$ cat src/rtl/matmul_pkg.sv
// Shared encodings, types and field helpers for the matrix multiply-accumulate datapath.
// MATMUL_SATURATE_EN selects the saturation limits used by dot_product_unit.
package matmul_pkg;

  typedef enum logic [1:0] {
    PREC_FULL    = 2'd0,
    PREC_PACKED4 = 2'd1,
    PREC_MIXED   = 2'd2
  } prec_mode_e;

  localparam int HALVED_PACKED_BIT = 1;

  localparam logic [3:0] BITSIZE_4 = 4'd2;
  localparam logic [3:0] BITSIZE_8 = 4'd4;

  // Two guard bits above the 32-bit result make overflow visible before wrap or clamp.
  localparam int SUM_W = 34;

  typedef logic signed [31:0]      acc_t;
  typedef logic signed [SUM_W-1:0] sum_t;

  localparam acc_t ACC_MAX    = acc_t'(32'h7FFF_FFFF);
  localparam acc_t ACC_MIN    = acc_t'(32'h8000_0000);
  localparam sum_t SUM_SAT_HI = sum_t'(ACC_MAX);
  localparam sum_t SUM_SAT_LO = sum_t'(ACC_MIN);

  function automatic sum_t sign_extend_field(input sum_t raw, input int width);
    sum_t v;
    v = raw <<< (SUM_W - width);
    return v >>> (SUM_W - width);
  endfunction

  // Only 2 selects a 4-bit operand; every other code falls back to 8 bits.
  function automatic int bitsize_width(input logic [3:0] bs);
    return (bs == BITSIZE_4) ? 4 : 2 * int'(BITSIZE_8);
  endfunction

endpackage

$ cat src/rtl/dot_product_unit.sv
// One K-length signed dot product plus accumulator with packed/mixed precision handling.
// MATMUL_SATURATE_EN clamps the result to 32-bit signed range instead of wrapping.
module dot_product_unit
  import matmul_pkg::*;
#(
  parameter int K    = 2,
  parameter int P    = 8,
  parameter int TREE = 0,
  parameter int MODE = 0
) (
  input  logic signed [P-1:0] i_a [K],
  input  logic signed [P-1:0] i_b [K],
  input  logic signed [31:0]  i_c,
  input  logic                i_packed,
  input  logic [3:0]          i_bitsize_a,
  input  logic [3:0]          i_bitsize_b,
  output logic signed [31:0]  o_d
);

  localparam bit PACKED_EN = (MODE >= int'(PREC_PACKED4));
  localparam bit MIXED_EN  = (MODE == int'(PREC_MIXED));
  localparam int NPAD      = (K > 1) ? (1 << $clog2(K)) : 1;

  logic w_packed;
  int   w_width_a;
  int   w_width_b;
  sum_t w_term [K];
  sum_t w_sum;

  assign w_packed  = PACKED_EN && i_packed;
  assign w_width_a = MIXED_EN ? bitsize_width(i_bitsize_a) : P;
  assign w_width_b = MIXED_EN ? bitsize_width(i_bitsize_b) : P;

  // Packed lanes only multiply hi*hi and lo*lo; there are no cross products.
  always_comb begin
    for (int k = 0; k < K; k++) begin
      if (w_packed) begin
        w_term[k] = sign_extend_field(sum_t'(i_a[k][7:4]), 4) * sign_extend_field(sum_t'(i_b[k][7:4]), 4)
                  + sign_extend_field(sum_t'(i_a[k][3:0]), 4) * sign_extend_field(sum_t'(i_b[k][3:0]), 4);
      end else begin
        w_term[k] = sign_extend_field(sum_t'(i_a[k]), w_width_a)
                  * sign_extend_field(sum_t'(i_b[k]), w_width_b);
      end
    end
  end

  always_comb begin
    sum_t lvl [NPAD];
    for (int n = 0; n < NPAD; n++) lvl[n] = '0;
    w_sum = sum_t'(i_c);
    if (TREE != 0) begin
      for (int k = 0; k < K; k++) lvl[k] = w_term[k];
      // In-place pairwise halving: slot n is written only after slots 2n and 2n+1 are read.
      for (int span = NPAD / 2; span > 0; span = span / 2) begin
        for (int n = 0; n < span; n++) lvl[n] = lvl[2*n] + lvl[2*n+1];
      end
      w_sum = sum_t'(i_c) + lvl[0];
    end else begin
      for (int k = 0; k < K; k++) w_sum = w_sum + w_term[k];
    end
  end

  always_comb begin
`ifdef MATMUL_SATURATE_EN
    if (w_sum > SUM_SAT_HI) begin
      o_d = ACC_MAX;
    end else if (w_sum < SUM_SAT_LO) begin
      o_d = ACC_MIN;
    end else begin
      o_d = acc_t'(w_sum);
    end
`else
    o_d = acc_t'(w_sum);
`endif
  end

endmodule

$ cat src/rtl/matrix_multiplication_accumulation.sv
// D = A*B + C behind a single valid/ready stage; optional registered result (MANUAL_PIPELINE).
// Build macro MATMUL_SATURATE_EN switches result wrap to saturation.
module matrix_multiplication_accumulation
  import matmul_pkg::*;
#(
  parameter int M               = 2,
  parameter int N               = 2,
  parameter int K               = 2,
  parameter int P               = 8,
  parameter int TREE            = 0,
  parameter int MODE            = 0,
  parameter int MANUAL_PIPELINE = 0
) (
  input  logic               clk_i,
  input  logic               rst_ni,
  input  logic signed [P-1:0] A [M][K],
  input  logic signed [P-1:0] B [K][N],
  input  logic signed [31:0]  C [M][N],
  output logic signed [31:0]  D [M][N],
  input  logic [1:0]         halvedPrecision,
  input  logic [3:0]         bitSizeA,
  input  logic [3:0]         bitSizeB,
  input  logic               valid_in,
  output logic               ready_in,
  output logic               valid_out,
  input  logic               ready_out
);

  logic r_valid_out;
  logic w_accept;
  logic w_unused_hp0;
  logic signed [31:0] w_d [M][N];

  assign ready_in     = !r_valid_out || ready_out;
  assign w_accept     = valid_in && ready_in;
  assign valid_out    = r_valid_out;
  assign w_unused_hp0 = halvedPrecision[0];

  always_ff @(posedge clk_i or negedge rst_ni) begin
    if (!rst_ni) begin
      r_valid_out <= 1'b0;
    end else if (w_accept) begin
      r_valid_out <= 1'b1;
    end else if (ready_out) begin
      r_valid_out <= 1'b0;
    end
  end

  for (genvar gi = 0; gi < M; gi++) begin : g_row
    for (genvar gj = 0; gj < N; gj++) begin : g_col
      logic signed [P-1:0] w_a_row [K];
      logic signed [P-1:0] w_b_col [K];
      for (genvar gk = 0; gk < K; gk++) begin : g_k
        assign w_a_row[gk] = A[gi][gk];
        assign w_b_col[gk] = B[gk][gj];
      end
      dot_product_unit #(
        .K    (K),
        .P    (P),
        .TREE (TREE),
        .MODE (MODE)
      ) u_dpu (
        .i_a         (w_a_row),
        .i_b         (w_b_col),
        .i_c         (C[gi][gj]),
        .i_packed    (halvedPrecision[HALVED_PACKED_BIT]),
        .i_bitsize_a (bitSizeA),
        .i_bitsize_b (bitSizeB),
        .o_d         (w_d[gi][gj])
      );
    end
  end

  // Capturing the result on accept is equivalent to capturing the operands, and D then holds under backpressure.
  if (MANUAL_PIPELINE != 0) begin : g_pipe
    logic signed [31:0] r_d [M][N];
    always_ff @(posedge clk_i or negedge rst_ni) begin
      if (!rst_ni) begin
        for (int i = 0; i < M; i++) begin
          for (int j = 0; j < N; j++) r_d[i][j] <= '0;
        end
      end else if (w_accept) begin
        r_d <= w_d;
      end
    end
    assign D = r_d;
  end else begin : g_comb
    assign D = w_d;
  end

endmodule

$ cat config.mk
export PLATFORM = sky130hd
export DESIGN_NAME = matrix_multiplication_accumulation
export DESIGN_NICKNAME = d
export VERILOG_FILES = /design/src/rtl/matmul_pkg.sv /design/src/rtl/dot_product_unit.sv /design/src/rtl/matrix_multiplication_accumulation.sv
export SDC_FILE = /design/constraint.sdc
export NUM_CORES = 2
export LEC_CHECK = 0
export BUFFER_PORTS_ARGS = -buffer_cell sky130_fd_sc_hd__buf_2
export CORE_ASPECT_RATIO = 0.5
export CORE_MARGIN = 5
export CORE_UTILIZATION = 40
export DETAILED_ROUTE_END_ITERATION = 6
export GPL_TIMING_DRIVEN = 0
export SETUP_SLACK_MARGIN = 0.05
export SLEW_MARGIN = 20
export SYNTH_ARGS = -nofsm -noshare
export SYNTH_HDL_FRONTEND = slang
export SYNTH_HIERARCHICAL = 1
export SYNTH_SLANG_ARGS = --single-unit
$ cat constraint.sdc
create_clock -name clk_i -period 12 [get_ports clk_i]
set_clock_uncertainty 0.15 [all_clocks]
set_input_delay 1.8 -clock clk_i [delete_from_list [all_inputs] [get_ports clk_i]]
set_output_delay 1.8 -clock clk_i [all_outputs]
set_load 0.01 [all_outputs]
==> results by group <==
Critical path
  • Worst Reg-to-Reg Cells: 2
  • Cell with the most instances on the worst path: sky130_fd_sc_hd__fa_1
  • Cells along the critical path: buf_2, nand2_1, fa_1, inv_1, fa_1, fa_1, inv_1, fa_1, inv_1, fa_1, inv_1, fa_1, inv_1, ha_1, clkbuf_1, nand4_1, nand2b_1, nor4_1, o21ai_1, a21oi_1, nand4_1, o211ai_1, buf_2
  • Setup slack of the most critical reg-to-reg path: ~11000 ps
  • Critical R2R Capture: valid_out
  • Worst setup SP type: input pin
  • Critical path buffer and inverter count: 8
  • Maximum fanout count along the critical path: 16
  • Worst path top cell family by delay: adder cells
  • Delay contributed by the slowest stage of the critical path: between 900 and 1000 ps
  • Worst setup path class: input pin to output pin
  • Data arrival at the endpoint of the critical path: around 9300 ps
  • Critical R2R Launch: valid_out
  • Kind of end point of the critical path: output pin
  • Critical Path Slowest Stage Cell: sky130_fd_sc_hd__fa_1
  • Required time of the critical path: 10050 ps

Synth
  • Count of flip-flops with a built-in enable after synthesis: 0
  • Synth Area in Adders: 0.638
  • Fraction of synthesized cell area taken by the top area cell type: 0.475
  • Mux contribution to synthesized area: 0.00121
  • Total of flip-flops plus latches after synthesis: 1
  • Cell taking the most area after synthesis: sky130_fd_sc_hd__fa_1
  • Synth Instances: around 4200
  • Top cells by area, synth: sky130_fd_sc_hd__fa_1, sky130_fd_sc_hd__ha_1, sky130_fd_sc_hd__inv_1
  • Synthesized area divided by synthesized cell count: 8.97 um^2
  • Synthesized-area fraction occupied by ao, oa, aoi and oai cells: 0.0678
  • Dominant combinational cell family by area after synthesis: adder cells
  • Synth Area in Simple Gates: 0.112
  • Synthesized-area fraction occupied by xor and xnor cells: 0.0294
  • Share of flip-flops with an asynchronous set or reset: 1.00
  • Cell variety after synth: 73
  • Syn nets: 5724
  • Top_reg_cell synth: sky130_fd_sc_hd__dfrtp_1
  • Post-synthesis cell area: 37200 um^2
  • Sequential area share after synthesis: 0.000672
  • Yosys warnings: 6

Die
  • FP Rows: 79
  • Starting density of the core: 0.402
  • Top Ports: 336
  • Die area: between 90000 and 100000 um^2
  • Standard cell core area: 92700 um^2
  • Chip Height: ~230 um
  • Die width: 442 um

Global route
  • Total global routing track utilization: 0.186
  • Number of antenna violations at the first check in global routing: 19
  • Met2 routing resource usage after global routing: 0.345
  • Via count of the first global-routing pass: 30000
  • Met1 demand-to-capacity share in global routing: 0.245
  • GRT busiest layer: met2
  • First-pass GRT wire length: 152000 um
  • Global Route met3 Usage: 0.0135
  • Largest net degree at the start of global routing: 26
  • Leftover overflow at the end of global routing: 0

Timing
  • Setup repair after global routing missed its margin: false
  • Setup TNS: 0 ps
  • Total setup violations reported at the end of the flow: 0
  • Normalized max-slew margin: 0.407
  • Clock period minus worst slack: 11280 ps
  • Actual slew at the worst max-slew pin: 888 ps
  • Final period util: 0.940
  • Hold violation total from the final report: 0
  • Final-report max-slew violation count: 0
  • Maximum achievable frequency: 0.0886 GHz

Placed design
  • Post-DP Area: ~40000 um^2
  • Final HPWL from detailed placement: 79500 um
  • Port-buffer cells: between 300 and 400
  • GP Congestion: 0.872

Drt
  • # DRC: 0
  • Sum of routed wire length over all layers: slightly below 90000 um
  • Remaining antenna violation count: 0
  • Routed length per instance: 15.6 um
  • Via-to-Cell Ratio: 4.71
  • Detailed-routing iteration count for the pre-antenna-repair pass: 5
  • Initial DRC count: between 1000 and 1500
  • Total number of vias: 27100

Clocking
  • Clock Latency Late Sink: 0 ps
  • Post-CTS setup buffer count: 0
  • Hold-fix buffer count after cts: 0
  • Post-cts resize count: 0
  • Clock transition time at the flip-flop clock pins of the worst setup and hold paths: 0 ps

Hold path
  • Count of cells along the worst hold path: 2
  • Endpoint with the worst hold slack: valid_out
  • Hold wc startpoint: valid_out
  • Hold WC Path Type: register to register

Finish
  • Share of layout cells above drive strength 1: 0.0829
  • Area added between synthesis and finish: 8.76%
  • Max FFs per register: 1
  • Design area: 40500 um^2
  • Total Nets Final: 6052
  • Count of filler cells inserted in the layout: 9389

Run status
  • Run status: complete, no violations

Job
  • Maximum capacitance violations: 0
==> worst max-delay path by stage <==
stage               slack (ps)      to   from  depth (start not counted)
global placement           730  D[125]  B[27]                         23
finish                     720  D[125]  B[26]                         23
CTS                        570  D[125]  B[26]                         23
floorplan                 2090  D[126]  A[31]                         21
global route               100  D[125]  B[26]                         23
detailed placement         570  D[125]  B[26]                         23
==> cells in the mapped netlist, types with 10 or more instances <==
master and count:
sky130_fd_sc_hd__inv_1 1490, sky130_fd_sc_hd__fa_1 884, sky130_fd_sc_hd__ha_1 484, sky130_fd_sc_hd__and2_1 292, sky130_fd_sc_hd__nand2_1 223, sky130_fd_sc_hd__nor2_1 97
sky130_fd_sc_hd__xnor2_1 94, sky130_fd_sc_hd__a21oi_1 93, sky130_fd_sc_hd__nor2b_1 44, sky130_fd_sc_hd__o21ai_0 43, sky130_fd_sc_hd__a21o_1 39, sky130_fd_sc_hd__nand2b_1 34
sky130_fd_sc_hd__xor2_1 31, sky130_fd_sc_hd__nor3_1 23, sky130_fd_sc_hd__o21ai_1 23, sky130_fd_sc_hd__o211ai_1 22, sky130_fd_sc_hd__nand3_1 18, sky130_fd_sc_hd__o21a_1 18
sky130_fd_sc_hd__a211oi_1 17, sky130_fd_sc_hd__a31oi_1 17, sky130_fd_sc_hd__a211o_1 10, sky130_fd_sc_hd__nand4_1 10, sky130_fd_sc_hd__o21bai_1 10
==> layout by cell type (no fill, tap or decap), types with 9 or more instances in the layout <==
master                        n
sky130_fd_sc_hd__diode_2     12
sky130_fd_sc_hd__fa_1       880
sky130_fd_sc_hd__o211ai_1    22
sky130_fd_sc_hd__nand2_1    223
sky130_fd_sc_hd__a31oi_1     17
sky130_fd_sc_hd__a211oi_1    17
sky130_fd_sc_hd__nor2b_1     44
sky130_fd_sc_hd__o21ai_0     43
sky130_fd_sc_hd__o21a_1      18
sky130_fd_sc_hd__nand3_1     18
sky130_fd_sc_hd__nand4_1     10
sky130_fd_sc_hd__xor2_1      31
sky130_fd_sc_hd__nand2b_1    34
sky130_fd_sc_hd__buf_2      325
sky130_fd_sc_hd__o21bai_1    10
sky130_fd_sc_hd__ha_1       484
sky130_fd_sc_hd__o21ai_1     23
sky130_fd_sc_hd__and3_1       9
sky130_fd_sc_hd__clkbuf_1     9
sky130_fd_sc_hd__and2_1     288
sky130_fd_sc_hd__a21o_1      39
sky130_fd_sc_hd__a21oi_1     93
sky130_fd_sc_hd__nor3_1      23
sky130_fd_sc_hd__nor2_1      97
sky130_fd_sc_hd__inv_1     1490
sky130_fd_sc_hd__a211o_1     10
sky130_fd_sc_hd__xnor2_1     94
==> through the flow <==
| stage | hold WS, ps | cells | utilization | worst slack, ps |
|---|---|---|---|---|
| after floorplan | 435 | 4150 | - | 2090 |
| after global placement | 355 | 5730 | 0.436 | 725 |
| after detailed placement | 369 | 5731 | 0.437 | 574 |
| after CTS | 369 | 5731 | 0.437 | 574 |
| after global routing | 403 | 5740 | 0.437 | 104 |
| final | 368 | 5743 | 0.437 | 719 |
==> final cells by class <==
class,instances,area (um^2),area share
repair buffers,326,1650,0.0406
inverters,1490,5590,0.138
diodes,12,30.0,0.000741
plain buffers,9,33.8,0.000834
well taps,1255,1570,0.0388
multi-input cells,2650,31600,0.780
flip-flops and latches,1,25.0,0.000618
==> tightest hold or removal path: cells and delay by family, from the launching register on <==
family / cells / cell delay (ps)
flip-flops: 1 / 360
AND/OR/NAND/NOR: 2 / 110
==> cell families (layout without fill, tap and decap cells) <==
| kind of cell | count (synthesis) | after routing |
|---|---|---|
| other cells | 0 | 12 |
| flops | 1 | 1 |
| xor+xnor | 125 | 125 |
| compound gates | 364 | 364 |
| mux | 4 | 4 |
| fa+ha+maj | 1368 | 1368 |
| simple gates | 789 | 789 |
| buf+inv | 1499 | 1825 |
==> routing by layer <==
metal  wire (um)  part of all wire
met4        1150             0.013
met2       46500              0.52
met5          16           0.00018
met1       38500              0.43
met3        3120             0.035
Power is left out: the tool's default activity adds up to more than one toggle a clock period on the data nets, which glitch-free logic cannot reach.
